## config.mk

```make
export PLATFORM = sky130hd
export DESIGN_NAME = instr_issue
export DESIGN_NICKNAME = d
export VERILOG_FILES = /design/src/rtl/issue_pkg.sv /design/src/rtl/issue_fifo.sv /design/src/rtl/instr_issue.sv
export SDC_FILE = /design/constraint.sdc
export NUM_CORES = 1
export LEC_CHECK = 0
export ABC_AREA = 1
export CELL_PAD_IN_SITES_DETAIL_PLACEMENT = 1
export CELL_PAD_IN_SITES_GLOBAL_PLACEMENT = 1
export CORE_AREA = 3 3 138 140
export DETAILED_ROUTE_END_ITERATION = 7
export DIE_AREA = 0 0 141 143
export PLACE_DENSITY_LB_ADDON = 0.05
export SLEW_MARGIN = 20
export SYNTH_ARGS = -nofsm -noshare
export SYNTH_HDL_FRONTEND = slang
export SYNTH_SLANG_ARGS = --single-unit
```

## constraint.sdc

```tcl
create_clock -name clk -period 4.1 [get_ports clk]
set_input_delay 0.82 -clock clk [delete_from_list [all_inputs] [get_ports clk]]
set_output_delay 0.82 -clock clk [all_outputs]
set_load 0.05 [all_outputs]
```

## src/rtl/issue_pkg.sv

```systemverilog
// Shared instruction-field definitions and the register-usage decoder used by
// the issue unit and the stage-1 decoder.
package issue_pkg;

    localparam int OP_HI = 31;
    localparam int OP_LO = 26;
    localparam int RS_HI = 25;
    localparam int RS_LO = 21;
    localparam int RT_HI = 20;
    localparam int RT_LO = 16;
    localparam int RD_HI = 15;
    localparam int RD_LO = 11;

    localparam logic [31:0] NOP_INSTR = 32'h0;
    localparam logic [5:0]  R_TYPE_OP = 6'd0;

    typedef logic [4:0] reg_idx_t;

    typedef struct packed {
        reg_idx_t src1;
        reg_idx_t src2;
        logic     src2_used;
        reg_idx_t dest;
    } instr_regs_t;

    typedef enum logic [1:0] {
        ST_IDLE  = 2'd0,
        ST_ISSUE = 2'd1,
        ST_STALL = 2'd2
    } issue_state_t;

    // R-type reads rs/rt and writes rd; every other opcode reads rs and writes rt.
    function automatic instr_regs_t decode_regs(input logic [31:0] instr);
        instr_regs_t r;
        r.src1 = instr[RS_HI:RS_LO];
        if (instr[OP_HI:OP_LO] == R_TYPE_OP) begin
            r.src2      = instr[RT_HI:RT_LO];
            r.src2_used = 1'b1;
            r.dest      = instr[RD_HI:RD_LO];
        end else begin
            r.src2      = 5'd0;
            r.src2_used = 1'b0;
            r.dest      = instr[RT_HI:RT_LO];
        end
        return r;
    endfunction

endpackage

```

## src/rtl/issue_fifo.sv

```systemverilog
// Synchronous word FIFO; full/empty are told apart by an extra pointer bit.
module issue_fifo #(
    parameter int DEPTH = 4
) (
    input  logic                     clk_i,
    input  logic                     rst_ni,
    input  logic                     push_i,
    input  logic                     pop_i,
    input  logic [31:0]              wdata_i,
    output logic [31:0]              rdata_o,
    output logic                     full_o,
    output logic                     empty_o,
    output logic [$clog2(DEPTH):0]   count_o
);

    localparam int AW = $clog2(DEPTH);

    logic [31:0] mem_q [DEPTH];
    logic [AW:0] wptr_q;
    logic [AW:0] rptr_q;
    logic [AW:0] wptr_d;
    logic [AW:0] rptr_d;
    logic        do_push_s;
    logic        do_pop_s;

    // Status flags and next pointer values from the current pointers.
    always_comb begin
        full_o    = (wptr_q[AW] != rptr_q[AW]) && (wptr_q[AW-1:0] == rptr_q[AW-1:0]);
        empty_o   = (wptr_q == rptr_q);
        count_o   = wptr_q - rptr_q;
        rdata_o   = mem_q[rptr_q[AW-1:0]];
        do_push_s = push_i && !full_o;
        do_pop_s  = pop_i && !empty_o;
        wptr_d    = do_push_s ? wptr_q + {{AW{1'b0}}, 1'b1} : wptr_q;
        rptr_d    = do_pop_s  ? rptr_q + {{AW{1'b0}}, 1'b1} : rptr_q;
    end

    // Pointer registers with synchronous active-low reset.
    always_ff @(posedge clk_i) begin
        if (!rst_ni) begin
            wptr_q <= '0;
            rptr_q <= '0;
        end else begin
            wptr_q <= wptr_d;
            rptr_q <= rptr_d;
        end
    end

    // Storage array; contents are don't-care while the FIFO is empty.
    always_ff @(posedge clk_i) begin
        if (do_push_s) begin
            mem_q[wptr_q[AW-1:0]] <= wdata_i;
        end
    end

endmodule

```

## src/rtl/instr_issue.sv

```systemverilog
// Instruction issue unit: buffers producer words and inserts NOP bubbles while
// the head word reads a register still being written by an in-flight word.
module instr_issue
    import issue_pkg::*;
#(
    parameter int DEPTH       = 4,
    parameter int HAZARD_DIST = 3
) (
    input  logic                   clk,
    input  logic                   rst,
    input  logic [31:0]            in_instr,
    input  logic                   in_valid,
    output logic                   in_ready,
    output logic [31:0]            instruction,
    output logic                   issued,
    output logic [$clog2(DEPTH):0] occupancy,
    output logic [15:0]            bubble_count
);

    localparam int SB_DEPTH = HAZARD_DIST - 1;

    logic         full_s;
    logic         empty_s;
    logic         push_s;
    logic         pop_s;
    logic         hazard_s;
    logic [31:0]  head_s;
    instr_regs_t  head_regs_s;
    issue_state_t state_s;

    reg_idx_t     sb_q [SB_DEPTH];
    logic [31:0]  instruction_q;
    logic         issued_q;
    logic [15:0]  bubble_q;

    issue_fifo #(.DEPTH(DEPTH)) u_fifo (
        .clk_i   (clk),
        .rst_ni  (rst),
        .push_i  (push_s),
        .pop_i   (pop_s),
        .wdata_i (in_instr),
        .rdata_o (head_s),
        .full_o  (full_s),
        .empty_o (empty_s),
        .count_o (occupancy)
    );

    // Hazard check of the head word against every live scoreboard entry.
    always_comb begin
        head_regs_s = decode_regs(head_s);
        hazard_s    = 1'b0;
        for (int i = 0; i < SB_DEPTH; i++) begin
            if ((sb_q[i] != 5'd0) &&
                ((head_regs_s.src1 == sb_q[i]) ||
                 (head_regs_s.src2_used && (head_regs_s.src2 == sb_q[i])))) begin
                hazard_s = 1'b1;
            end else begin
                hazard_s = hazard_s;
            end
        end
    end

    // Per-cycle issue decision and handshake.
    always_comb begin
        if (empty_s) begin
            state_s = ST_IDLE;
        end else if (hazard_s) begin
            state_s = ST_STALL;
        end else begin
            state_s = ST_ISSUE;
        end
        in_ready = !full_s && rst;
        push_s   = in_valid && in_ready;
        pop_s    = (state_s == ST_ISSUE) && rst;
    end

    // Registered outputs, bubble counter and destination scoreboard.
    always_ff @(posedge clk) begin
        if (!rst) begin
            instruction_q <= NOP_INSTR;
            issued_q      <= 1'b0;
            bubble_q      <= 16'd0;
            for (int i = 0; i < SB_DEPTH; i++) begin
                sb_q[i] <= 5'd0;
            end
        end else begin
            sb_q[0] <= pop_s ? head_regs_s.dest : 5'd0;
            for (int i = 1; i < SB_DEPTH; i++) begin
                sb_q[i] <= sb_q[i-1];
            end
            case (state_s)
                ST_ISSUE: begin
                    instruction_q <= head_s;
                    issued_q      <= 1'b1;
                end
                ST_STALL: begin
                    instruction_q <= NOP_INSTR;
                    issued_q      <= 1'b0;
                    if (bubble_q != 16'hFFFF) begin
                        bubble_q <= bubble_q + 16'd1;
                    end
                end
                default: begin
                    instruction_q <= NOP_INSTR;
                    issued_q      <= 1'b0;
                end
            endcase
        end
    end

    assign instruction  = instruction_q;
    assign issued       = issued_q;
    assign bubble_count = bubble_q;

endmodule

```

==> flow_metrics.py, run 1 <==
metrics = {
    "run_status": {
        "status": "complete, no violations",
    },
    "sta": {
        "timing.final.ws_setup_ps": 746,
        "finalSetupViolations": 0,
        "finalMaxSlewViolations": 0,
        "post-route-period-util_pct": 81.8,
        "worstMarginPinSlew_ps": 745,
        "holdWs_ps": 499,
        "rsz0062_at_grt": "no",
        "final.setup.tns_ps": 0,
        "period_needed_ps": 3350,
        "fmax_mhz": 298,
        "max_slew_margin_pct": 50.3,
        "clock_skew_ps": 16.5,
        "hold_viol_final": 0,
    },
    "global_route": {
        "grt_antenna_before_repair": 0,
        "grt_pass1_wl_mm": 32.2,
        "grt_pass1_vias": 6112,
        "grt_max_degree": 65,
        "overflow": 0,
        "track_usage_pct": 20.5,
    },
    "yosys": {
        "synth.avg_cell_area_um2": 10.5,
        "synth_top_area_cell": "edfxtp_1",
        "synth_top_cells_by_area": "edfxtp_1 (49%), dfxtp_1 (17%), nand2_1 (10%)",
        "syn_inst": 743,
        "ys_ff_latch": 195,
        "synth_cell_types": 34,
        "synthesis.area_um2": 7820,
        "synth_nets": 787,
        "synth_sequential_area_ratio_pct": 66.3,
        "ys_warn_count": 0,
        "synth_top_area_share_pct": 49.2,
    },
    "setup_path": {
        "critical_path.max_stage_delay_ps": 820,
        "worstSetupPathType": "flop to primary output",
        "crit_chain": "inv_1 -> ha_1 -> fa_1 -> xor2_1 -> clkdlybuf4s50_1",
        "cp_top_family": "buffers and inverters",
        "required_ps": 3280,
        "startpoint_type": "flop",
        "cp.buffers_inverters": 2,
        "critPathMaxFanout": 5,
        "endpoint_kind": "primary output",
        "worstPathArrival_ps": 2530,
        "cpMaxStageDelayCell": "clkdlybuf4s50_1",
    },
    "finish": {
        "finalNonFillerCells": 1074,
        "multi_input_area_um2": 2290,
        "n_antenna_cell": 0,
        "drive_above_1_share_pct": 7.93,
        "register_area_um2": 5190,
        "nets": 876,
        "post-route-util_pct": 53.0,
        "fill_cells": 1950,
        "final_area_um2": 9520,
        "area_growth_pct": 21.8,
    },
    "cts": {
        "cts.sink_count": 195,
        "cts_tree": "yes",
        "cts_hold_buf": 0,
        "h-tree-depth": 4,
        "clockRootBuffer": "clkbuf_16",
        "path_clk_slew_ps": 80,
        "post-cts-setup-buffer-count": 0,
        "insertion_delay_ps": 450,
        "cts.path.max_buffers": 2,
        "cts_buffers": 17,
        "post_cts_resized": 0,
    },
    "place": {
        "dp_hpwl_mm": 13.0,
        "place_ws_ps": 804,
        "gp_congestion": 0.850,
        "postPlaceCellArea_um2": 8940,
        "portBuffers": 87,
        "place_inst": 1042,
    },
    "power_and_ir_drop": {
        "switching_share_pct": 40.4,
        "power_density_nw_per_um2": 692,
        "p_int_mw": 3.93,
        "p_leak_nw": 3.61,
        "seq_power_share_pct": 36.9,
        "power_frac_comb_pct": 38.1,
        "total_power_mw": 6.59,
        "ir_drop_mv": 0.551,
        "p_clk_share_pct": 25.0,
        "p_switching_mw": 2.66,
    },
    "floorplan": {
        "dieArea_um2": 20200,
        "io_pins": 88,
        "die_h_um": 143,
        "core_um2": 18000,
        "initial_core_util_pct": 43.5,
        "num_rows": 49,
        "die_width_um": 141,
    },
    "routing": {
        "via_per_inst": 5.21,
        "drt_pre_antenna_iters": 5,
        "wirelength_mm": 19.8,
        "num_vias": 5593,
        "ant_nets": 0,
        "drc": 0,
        "wl_per_cell_um": 18.4,
        "first_iter_violations": 290,
    },
    "hold_path": {
        "hp-class": "flop to flop",
    },
    "job": {
        "cap_violations": 0,
    },
}
==> layout make-up <==
type,count,area share (%)
multi-input combinational,471,24.0
clock inverter,14,1.55
clock buffer,18,4.61
timing repair buffer,99,10.5
sequential,195,54.5
tap,229,3.01
inverter,48,1.92
==> power groups by stage <==
stage          combinational, mW  clock, mW  sequential [mW]
2_1_floorplan               1.32          0             2.92
3_3_place_gp                2.48          0             2.47
3_5_place_dp                2.53          0             2.48
4_1_cts                     2.55       1.68             2.43
5_1_grt                     2.76       1.77             2.45
6_report                    2.51       1.65             2.43
==> layer usage <==
layer,routed length (um),up-vias,share of wire [%],global-route usage [%]
li1,-,2679,-,-
met1,8710,2800,44,25.4
met2,10200,99,51,36.5
met3,703,15,3.6,4.05
met4,216,0,1.1,5.86
met5,0,-,0,0
==> worst register-to-register path, cell delays in order (launching register included) <==
cell     delay [ps]
dfxtp_2         340
buf_4           560
nand2_1         140
nand3_1         160
nand2_1         170
nand2_1          90
o21ai_1          60
nor2_1          150
nand3_1          90
nand2_1          80
nand2_1          80
nand2_4         220
inv_2            80
nand2_2         360
buf_4           380
nor2_1          100
==> placed cells by master (no fill, tap or decap), types with 2 or more instances in the layout <==
master,n
clkinv_2,3
xor2_1,14
nand4_1,16
buf_12,3
nor3_1,17
o21a_1,6
clkinvlp_4,2
clkinv_8,2
nor2_1,51
inv_1,41
nand3b_1,2
inv_2,5
o21ai_1,2
o21ai_0,8
edfxtp_1,128
nand2_1,217
nand2_2,6
clkbuf_16,17
nor2_4,5
a21oi_1,45
inv_6,4
a32o_1,5
nand3_1,60
dfxtp_1,66
buf_4,10
clkdlybuf4s50_1,86
ha_1,8
xnor2_1,2
==> registers in the layout, indices dropped and copies added, names as in the netlist, named ones only <==
signal,cells
bubble_count,16
instruction,32
issued,1
sb_q,10
u_fifo.mem_q,128
u_fifo.rptr_q,3
u_fifo.wptr_q,3
==> kinds of logic (layout without fill, tap and decap cells) <==
logic type	count (synthesis)	count (layout)	share of synthesized area, %
xor+xnor	16	16	1.79
flops	195	195	66.3
fa+ha+maj	9	9	1.54
buf+inv	77	179	4.83
simple gates	379	379	20.7
compound gates	67	67	4.82
==> Yosys cell counts (all sizes together) <==
cell	instances
nand4	16
or2	1
a21oi	45
dfxtp	67
nor3b	1
o21a	6
a32o	5
edfxtp	128
fa	1
nor3	17
clkinv	1
inv	47
nor2	57
ha	8
nand2	224
xnor2	2
a31oi	1
clkbuf	11
nand3b	2
buf	18
xor2	14
nand3	61
o21ai	10
==> final timing paths <==
path,start,end,slack [ps],cells after the start
max,u_fifo.wptr_q[0]$_SDFFE_PN0P_,occupancy[2],750,5
min,sb_q[0][2]$_SDFF_PN0_,sb_q[0][7]$_SDFF_PN0_,500,2
max reg2reg,flop,instruction[29]$_SDFF_PP0_,920,15
min reg2reg,sb_q[0][2]$_SDFF_PN0_,sb_q[0][7]$_SDFF_PN0_,500,2
No activity file was read; power rests on OpenSTA's default activity.
==> run 2, diff against run 1 <==
==> constraint.sdc (replaced) <==
create_clock -name clk -period 3.45 [get_ports clk]
set_input_delay 0.69 -clock clk [delete_from_list [all_inputs] [get_ports clk]]
set_output_delay 0.69 -clock clk [all_outputs]
set_load 0.05 [all_outputs]
==> flow_metrics.py, run 2 (synthesized netlist as in run 1, its figures left out) <==
metrics = {
    "run_status": {
        "status": "complete, no violations",
    },
    "routing": {
        "wirelength_mm": 19.8,
        "wl_per_cell_um": 18.4,
        "drt_pre_antenna_iters": 5,
        "ant_nets": 0,
        "drc": 0,
        "num_vias": 5665,
        "via_per_inst": 5.27,
        "first_iter_violations": 364,
    },
    "cts": {
        "cts_hold_buf": 0,
        "cts.sink_count": 195,
        "cts.path.max_buffers": 2,
        "post_cts_resized": 0,
        "post-cts-setup-buffer-count": 0,
        "path_clk_slew_ps": 80,
        "clockRootBuffer": "clkbuf_16",
        "cts_buffers": 17,
        "insertion_delay_ps": 440,
        "cts_tree": "yes",
        "h-tree-depth": 4,
    },
    "setup_path": {
        "required_ps": 2760,
        "worstSetupPathType": "flop to primary output",
        "critPathMaxFanout": 5,
        "endpoint_kind": "primary output",
        "cp-startpoint": "u_fifo.wptr_q[0]$_SDFFE_PN0P_",
        "startpoint_type": "flop",
        "worstPathArrival_ps": 2480,
    },
    "job": {
        "cap_violations": 0,
    },
    "finish": {
        "nets": 877,
        "n_antenna_cell": 0,
        "final_common_cell": "nand2_1",
        "area_growth_pct": 22.6,
        "fill_cells": 1912,
        "post-route-util_pct": 53.3,
        "drive_above_1_share_pct": 8.04,
        "largest_register_ffs": 128,
        "final_cell_mix": "nand2_1 (217), edfxtp_1 (128), clkdlybuf4s50_1 (86)",
        "final_area_um2": 9580,
        "finalNonFillerCells": 1075,
    },
    "global_route": {
        "overflow": 0,
        "grt_antenna_before_repair": 1,
        "grt_pass1_wl_mm": 31.5,
        "grt_max_degree": 65,
        "track_usage_pct": 20.3,
        "grt_pass1_vias": 5996,
    },
    "power_and_ir_drop": {
        "ir_drop_mv": 0.702,
        "total_power_mw": 7.89,
        "power_density_nw_per_um2": 823,
        "p_leak_nw": 3.63,
    },
    "sta": {
        "worstMarginPinSlew_ps": 676,
        "max_slew_margin_pct": 54.9,
        "final.setup.tns_ps": 0,
        "hold_viol_final": 0,
        "finalSetupViolations": 0,
        "timing.final.ws_setup_ps": 278,
        "clock_skew_ps": 9.34,
        "post-route-period-util_pct": 91.9,
        "period_needed_ps": 3170,
        "holdWs_ps": 495,
        "fmax_mhz": 315,
        "finalMaxSlewViolations": 0,
        "rsz0062_at_grt": "no",
    },
    "floorplan": {
        "io_pins": 88,
        "dieArea_um2": 20200,
        "core_um2": 18000,
        "num_rows": 49,
        "die_h_um": 143,
        "initial_core_util_pct": 43.5,
        "die_width_um": 141,
    },
    "place": {
        "dp_hpwl_mm": 12.9,
        "place_inst": 1043,
        "postPlaceCellArea_um2": 8990,
        "portBuffers": 87,
        "place_ws_ps": 493,
        "gp_congestion": 0.823,
    },
    "hold_path": {
        "hp-class": "flop to flop",
        "min_from": "bubble_count[15]$_SDFFE_PN0P_",
    },
}
-- run 2: layer usage --
layer / up-vias / GRT usage, % / part of all wire, %
li1: 2693 / - / -
met1: 2820 / 24.8 / 42
met2: 121 / 36.0 / 52
met3: 29 / 4.52 / 4.1
met4: 2 / 6.58 / 1.8
met5: - / 0 / 0.066
-- run 2: worst max-delay path, stage by stage, from the launching register on --
cell	delay [ps]
dfxtp_1	370
inv_1	120
ha_1	210
fa_1	370
xor2_1	160
clkdlybuf4s50_1	820
-- run 2: cell type report --
| class | instances | area [um^2] | area share (%) |
|---|---|---|---|
| sequential | 195 | 5190 | 54.1 |
| multi-input combinational | 471 | 2290 | 23.9 |
| timing repair buffer | 100 | 1050 | 11.0 |
| clock buffer | 17 | 425 | 4.44 |
| tap | 229 | 287 | 2.99 |
| inverter | 48 | 183 | 1.91 |
| clock inverter | 15 | 163 | 1.70 |
-- run 2: path summary, 6_finish.rpt --
check / slack, ps / cells past startpoint / end
setup reg to reg: 610 / 17 / instruction[9]$_SDFF_PP0_
hold reg to reg: 500 / 2 / bubble_count[15]$_SDFFE_PN0P_
hold / removal: 500 / 2 / bubble_count[15]$_SDFFE_PN0P_
setup / recovery: 280 / 5 / occupancy[2]
-- run 2: power breakdown --
group	total, mW	switching [mW]	internal [mW]
registers	2.90	0.148	2.75
logic	3.04	2.12	0.918
clock network	1.95	0.980	0.971
total	7.89	3.25	4.64
